--- config.mk ---
export PLATFORM = sky130hd
export DESIGN_NAME = fp_operand_unpacker
export DESIGN_NICKNAME = d
export VERILOG_FILES = /design/src/rtl/fp_operand_unpacker.sv
export SDC_FILE = /design/constraint.sdc
export NUM_CORES = 1
export LEC_CHECK = 0
export CAP_MARGIN = 10
export CORE_MARGIN = 10
export CORE_UTILIZATION = 50
export CTS_BUF_LIST = sky130_fd_sc_hd__clkbuf_8
export CTS_CLUSTER_DIAMETER = 60
export DETAILED_ROUTE_END_ITERATION = 7
export GPL_ROUTABILITY_DRIVEN = 0
export HOLD_SLACK_MARGIN = 0.05
export PLACE_DENSITY = 0.8
export SLEW_MARGIN = 20
export SYNTH_ARGS = -nofsm -noshare
export SYNTH_HDL_FRONTEND = slang
export SYNTH_SLANG_ARGS = --single-unit
--- constraint.sdc ---
create_clock -name clk -period 4.3 [get_ports clk]
set_clock_uncertainty 0.05 [all_clocks]
set_input_delay 0.86 -clock clk [delete_from_list [all_inputs] [get_ports clk]]
set_output_delay 0.86 -clock clk [all_outputs]
set_load 0.005 [all_outputs]
--- src/rtl/fp_operand_unpacker.sv ---
// Splits an IEEE-754 operand pair into sign/exponent/significand, classifies each, orders by magnitude.
// Latency 2 cycles (unpack register, order register); one pair per cycle; stalls hold outputs, in_ready follows out_ready.
module fp_operand_unpacker #(
    parameter int EXP_W = 8,
    parameter int MAN_W = 23
) (
    input  logic                 clk,
    input  logic                 reset,
    input  logic                 in_valid,
    output logic                 in_ready,
    input  logic [EXP_W+MAN_W:0] a,
    input  logic [EXP_W+MAN_W:0] b,
    output logic                 out_valid,
    input  logic                 out_ready,
    output logic                 big_sign,
    output logic                 small_sign,
    output logic [EXP_W-1:0]     big_exp,
    output logic [EXP_W-1:0]     small_exp,
    output logic [MAN_W:0]       big_sig,
    output logic [MAN_W:0]       small_sig,
    output logic [EXP_W-1:0]     exp_diff,
    output logic                 swapped,
    output logic [3:0]           a_class,
    output logic [3:0]           b_class
);
    localparam int W = 1 + EXP_W + MAN_W;
    localparam logic [EXP_W-1:0] EXP_ONE = {{(EXP_W-1){1'b0}}, 1'b1};

    // class bits: {nan, inf, subnormal, zero}
    function automatic logic [3:0] classify(input logic [EXP_W-1:0] e, input logic [MAN_W-1:0] f);
        logic e_zero;
        logic e_ones;
        logic f_zero;
        e_zero = (e == '0);
        e_ones = (e == '1);
        f_zero = (f == '0);
        return {e_ones && !f_zero, e_ones && f_zero, e_zero && !f_zero, e_zero && f_zero};
    endfunction

    logic             s1_vld;
    logic             s1_a_sign, s1_b_sign;
    logic [EXP_W-1:0] s1_a_exp, s1_b_exp;
    logic [MAN_W:0]   s1_a_sig, s1_b_sig;
    logic [3:0]       s1_a_class, s1_b_class;
    logic [W-2:0]     s1_a_mag, s1_b_mag;

    logic s2_adv;
    logic s1_adv;
    logic b_gt;

    assign s2_adv   = !out_valid || out_ready;
    assign s1_adv   = !s1_vld || s2_adv;
    assign in_ready = !reset && s1_adv;

    // Ordering uses the raw magnitude bits so NaN/Inf need no special handling.
    assign b_gt = (s1_b_mag > s1_a_mag);

    always_ff @(posedge clk) begin
        if (reset) begin
            s1_vld     <= 1'b0;
            s1_a_sign  <= 1'b0;
            s1_b_sign  <= 1'b0;
            s1_a_exp   <= '0;
            s1_b_exp   <= '0;
            s1_a_sig   <= '0;
            s1_b_sig   <= '0;
            s1_a_class <= '0;
            s1_b_class <= '0;
            s1_a_mag   <= '0;
            s1_b_mag   <= '0;
        end else if (s1_adv) begin
            s1_vld <= in_valid;
            if (in_valid) begin
                s1_a_sign  <= a[W-1];
                s1_b_sign  <= b[W-1];
                s1_a_exp   <= (a[W-2:MAN_W] == '0) ? EXP_ONE : a[W-2:MAN_W];
                s1_b_exp   <= (b[W-2:MAN_W] == '0) ? EXP_ONE : b[W-2:MAN_W];
                s1_a_sig   <= {a[W-2:MAN_W] != '0, a[MAN_W-1:0]};
                s1_b_sig   <= {b[W-2:MAN_W] != '0, b[MAN_W-1:0]};
                s1_a_class <= classify(a[W-2:MAN_W], a[MAN_W-1:0]);
                s1_b_class <= classify(b[W-2:MAN_W], b[MAN_W-1:0]);
                s1_a_mag   <= a[W-2:0];
                s1_b_mag   <= b[W-2:0];
            end
        end
    end

    always_ff @(posedge clk) begin
        if (reset) begin
            out_valid  <= 1'b0;
            big_sign   <= 1'b0;
            small_sign <= 1'b0;
            big_exp    <= '0;
            small_exp  <= '0;
            big_sig    <= '0;
            small_sig  <= '0;
            exp_diff   <= '0;
            swapped    <= 1'b0;
            a_class    <= '0;
            b_class    <= '0;
        end else if (s2_adv) begin
            out_valid <= s1_vld;
            if (s1_vld) begin
                swapped    <= b_gt;
                big_sign   <= b_gt ? s1_b_sign : s1_a_sign;
                small_sign <= b_gt ? s1_a_sign : s1_b_sign;
                big_exp    <= b_gt ? s1_b_exp  : s1_a_exp;
                small_exp  <= b_gt ? s1_a_exp  : s1_b_exp;
                big_sig    <= b_gt ? s1_b_sig  : s1_a_sig;
                small_sig  <= b_gt ? s1_a_sig  : s1_b_sig;
                // Larger magnitude never has a smaller effective exponent.
                exp_diff   <= b_gt ? (s1_b_exp - s1_a_exp) : (s1_a_exp - s1_b_exp);
                a_class    <= s1_a_class;
                b_class    <= s1_b_class;
            end
        end
    end
endmodule

==> flow_summary_export.csv <==
group,metric,value,unit
power,finalPower,3.68,mW
drt,firstDrtPassIters,5,
worst_hold_path,min-delay-path-class,"flop to flop",
setup_path,critPathLaunch,"out_ready",
synth,syn_area_per_cell,8.44,um2
synth,synthArstFlopShare,0,
cts,cts_buffer_depth,2,
cts,cts-hold-fix-buffers,0,
die,core_area,16400,um2
placed_design,dp_slack,1.03,ns
synth,synth_edf_count,0,
die,core.rowCount,47,
die,start_util,0.506,
placed_design,dp_cells,1299,
setup_path,worstRegToRegCells,10,
drt,antenna_left,0,
cts,clk_pin_slew,0.08,ns
synth,synth_top_area_cell,"dfxtp_1",
synth,synth_top_area_frac,0.422,
synth,synth_area_leaders,"dfxtp_1, mux2i_1, nand2_1",
drt,drc,0,
sta,max_freq,316,MHz
setup_path,ff2ff_setup_slack,1.31,ns
placed_design,dpl.hpwl,16.1,mm
sta,setup_ws,1.13,ns
cts,post-cts-setup-buffers,0,
cts,worstSkewPairLatency,0.47,ns
placed_design,portBuffers,152,
power,p_leak,3.99,nW
grt,grt_usage,0.196,
synth,postSynthCellCount,984,
synth,yosysWarnings,0,
final_layout,area_growth,23.0,%
synth,synth_ff_type,"dfxtp_1",
sta,max_slew_margin,0.327,
cts,clockRootBuffer,"clkbuf_8",
drt,via_per_inst,5.43,
cts,cts_inserted_buffers,17,
grt,antenna_found_initial,0,
setup_path,path_class,"input port to output pin",
setup_path,r2r_start,"s1_a_sig[13]",
job,cap_violations,0,
sta,rsz0062_at_grt,"no",
sta,post-route-period-util,0.737,
cts,cts_tree,"built",
grt,grt-ovfl-total,0,
drt,drt-initial-drc-count,551,
setup_path,crit_path_end,"in_ready",
sta,setup-tns-final,0,ns
setup_path,r2r-end,"exp_diff[5]",
synth,synthesis.nets,1099,
synth,synth_common_cells,"nand2_1, dfxtp_1, a21oi_1, nor2_1, a211oi_1",
setup_path,critPathArrivalTime,2.26,ns
setup_path,critPathMaxFanout,6,
sta,period_needed,3.17,ns
synth,ys_ff_latch,175,
grt,grt_max_degree,72,
cts,cts.sinks,175,
sta,setup-violations-final,0,
outcome,status,"completed",
synth,yosysMostFrequentCell,"nand2_1",
grt,first_global_vias,6841,
sta,hold_viol,0,
synth,ys_types,49,
synth,syn-cell-area,8300,um2
final_layout,antenna_cells,0,
setup_path,endpoint_kind,"output pin",
drt,via_count,7222,
power,cellPowerDensity,360,nW/um2
setup_path,crit_path_start_kind,"input port",
setup_path,cp.required,3.39,ns
sta,drv_slew,0,
die,ios,153,
drt,wl_per_cell,16.6,um
final_layout,layout-drive-gt1-share,0.0459,
final_layout,fin_nets,1213,
grt,grt_pass1_wl,35.5,mm
cts,htree_levels,4,
cts,cts_resized,0,
die,dieArea,22200,um2
drt,drt-total-wl,22.2,mm
die,die_h,149,um
sta,worst_pin_slew,1.01,ns
synth,synth-seq-area-share,0.422,
die,die_w,149,um
final_layout,layoutNonFillerInstCount,1331,
power,peakVddDrop,0.211,mV
[per-layer routing]
layer,vias up,wire (um),track usage
li1,3659,-,-
met1,3368,10200,0.259
met2,167,10300,0.312
met3,28,1220,0.0416
met4,0,416,0.0677
met5,-,0,0
[per-stage QoR]
| stage | area, um2 | hold WS (ns) | util |
|---|---|---|---|
| 2_1_floorplan | 8300 | 0.382 | - |
| 3_3_place_gp | 9840 | 0.393 | 0.600 |
| 3_5_place_dp | 9840 | 0.398 | 0.600 |
| 4_1_cts | 10200 | 0.411 | 0.623 |
| 5_1_grt | 10200 | 0.428 | 0.623 |
| 6_report | 10200 | 0.407 | 0.623 |
[sequential cells by signal, summed over array words and instances, names as in the netlist, 4 cells and up]
| register | count |
|---|---|
| big_sig | 24 |
| s1_a_sig | 24 |
| s1_b_sig | 24 |
| small_sig | 24 |
| big_exp | 8 |
| exp_diff | 8 |
| s1_a_exp | 8 |
| s1_a_mag | 8 |
| s1_b_exp | 8 |
| s1_b_mag | 8 |
| small_exp | 8 |
| a_class | 4 |
| b_class | 4 |
| s1_a_class | 4 |
| s1_b_class | 4 |
[how the worst min path moves through the flow]
| stage | cells after the start | slack (ns) | start | endpoint |
|---|---|---|---|---|
| finish | 2 | 0.41 | a_class[0] | a_class[0] |
| CTS | 2 | 0.41 | a_class[0] | a_class[0] |
| floorplan | 2 | 0.38 | s1_a_class[1] | a_class[1] |
| global route | 2 | 0.43 | b_class[2] | b_class[2] |
| global placement | 2 | 0.39 | a_class[1] | a_class[1] |
| detailed placement | 2 | 0.40 | a_class[0] | a_class[0] |
[cells in the final DEF (no fill, tap or decap), types with 3 or more instances in the layout]
master and n:
clkbuf_8 20, nor3_1 9, clkdlybuf4s50_1 151, a221oi_1 5
a21o_1 4, nand3_1 11, mux2i_1 67, nor2_1 91
nand2b_1 5, o21ai_0 15, o21bai_1 6, a21oi_1 108
a22oi_1 6, nor2b_1 5, dfxtp_1 175, buf_4 9
ha_1 45, nor4_1 21, inv_1 55, clkinvlp_4 4
and4_1 3, nand2_1 176, a211oi_1 69, nor4b_1 7
nand4_1 9
[area by class of cell]
cell class / instances / area (um2)
clock inverters: 12 / 97.6
flip-flops and latches: 175 / 3500
multi-input cells: 691 / 4260
clock buffers: 20 / 275
fillers: 1368 / 6190
inverters: 51 / 191
repair buffers: 162 / 1620
well taps: 220 / 275
[report_power, final]
group | total, mW | switching (mW) | internal (mW)
clock | 1.10 | 0.600 | 0.496
sequential | 1.79 | 0.0761 | 1.72
combinational | 0.791 | 0.412 | 0.378
total | 3.68 | 1.09 | 2.59
[worst max-delay path, cell delays in order]
cell and delay (ns):
clkdlybuf4s50_1 0.40, nor2b_1 0.39, a21oi_1 0.13, clkdlybuf4s50_1 0.48
[logic make-up after synthesis]
family	share of synthesized area
and+or+nand+nor	0.190
AOI/OAI and AO/OA	0.167
DFF	0.422
buffers and inverters	0.0670
muxes	0.0808
adders and majority gates	0.0726
xor gates and xnor gates	0.00105
No activity file was read; power rests on OpenSTA's default activity.
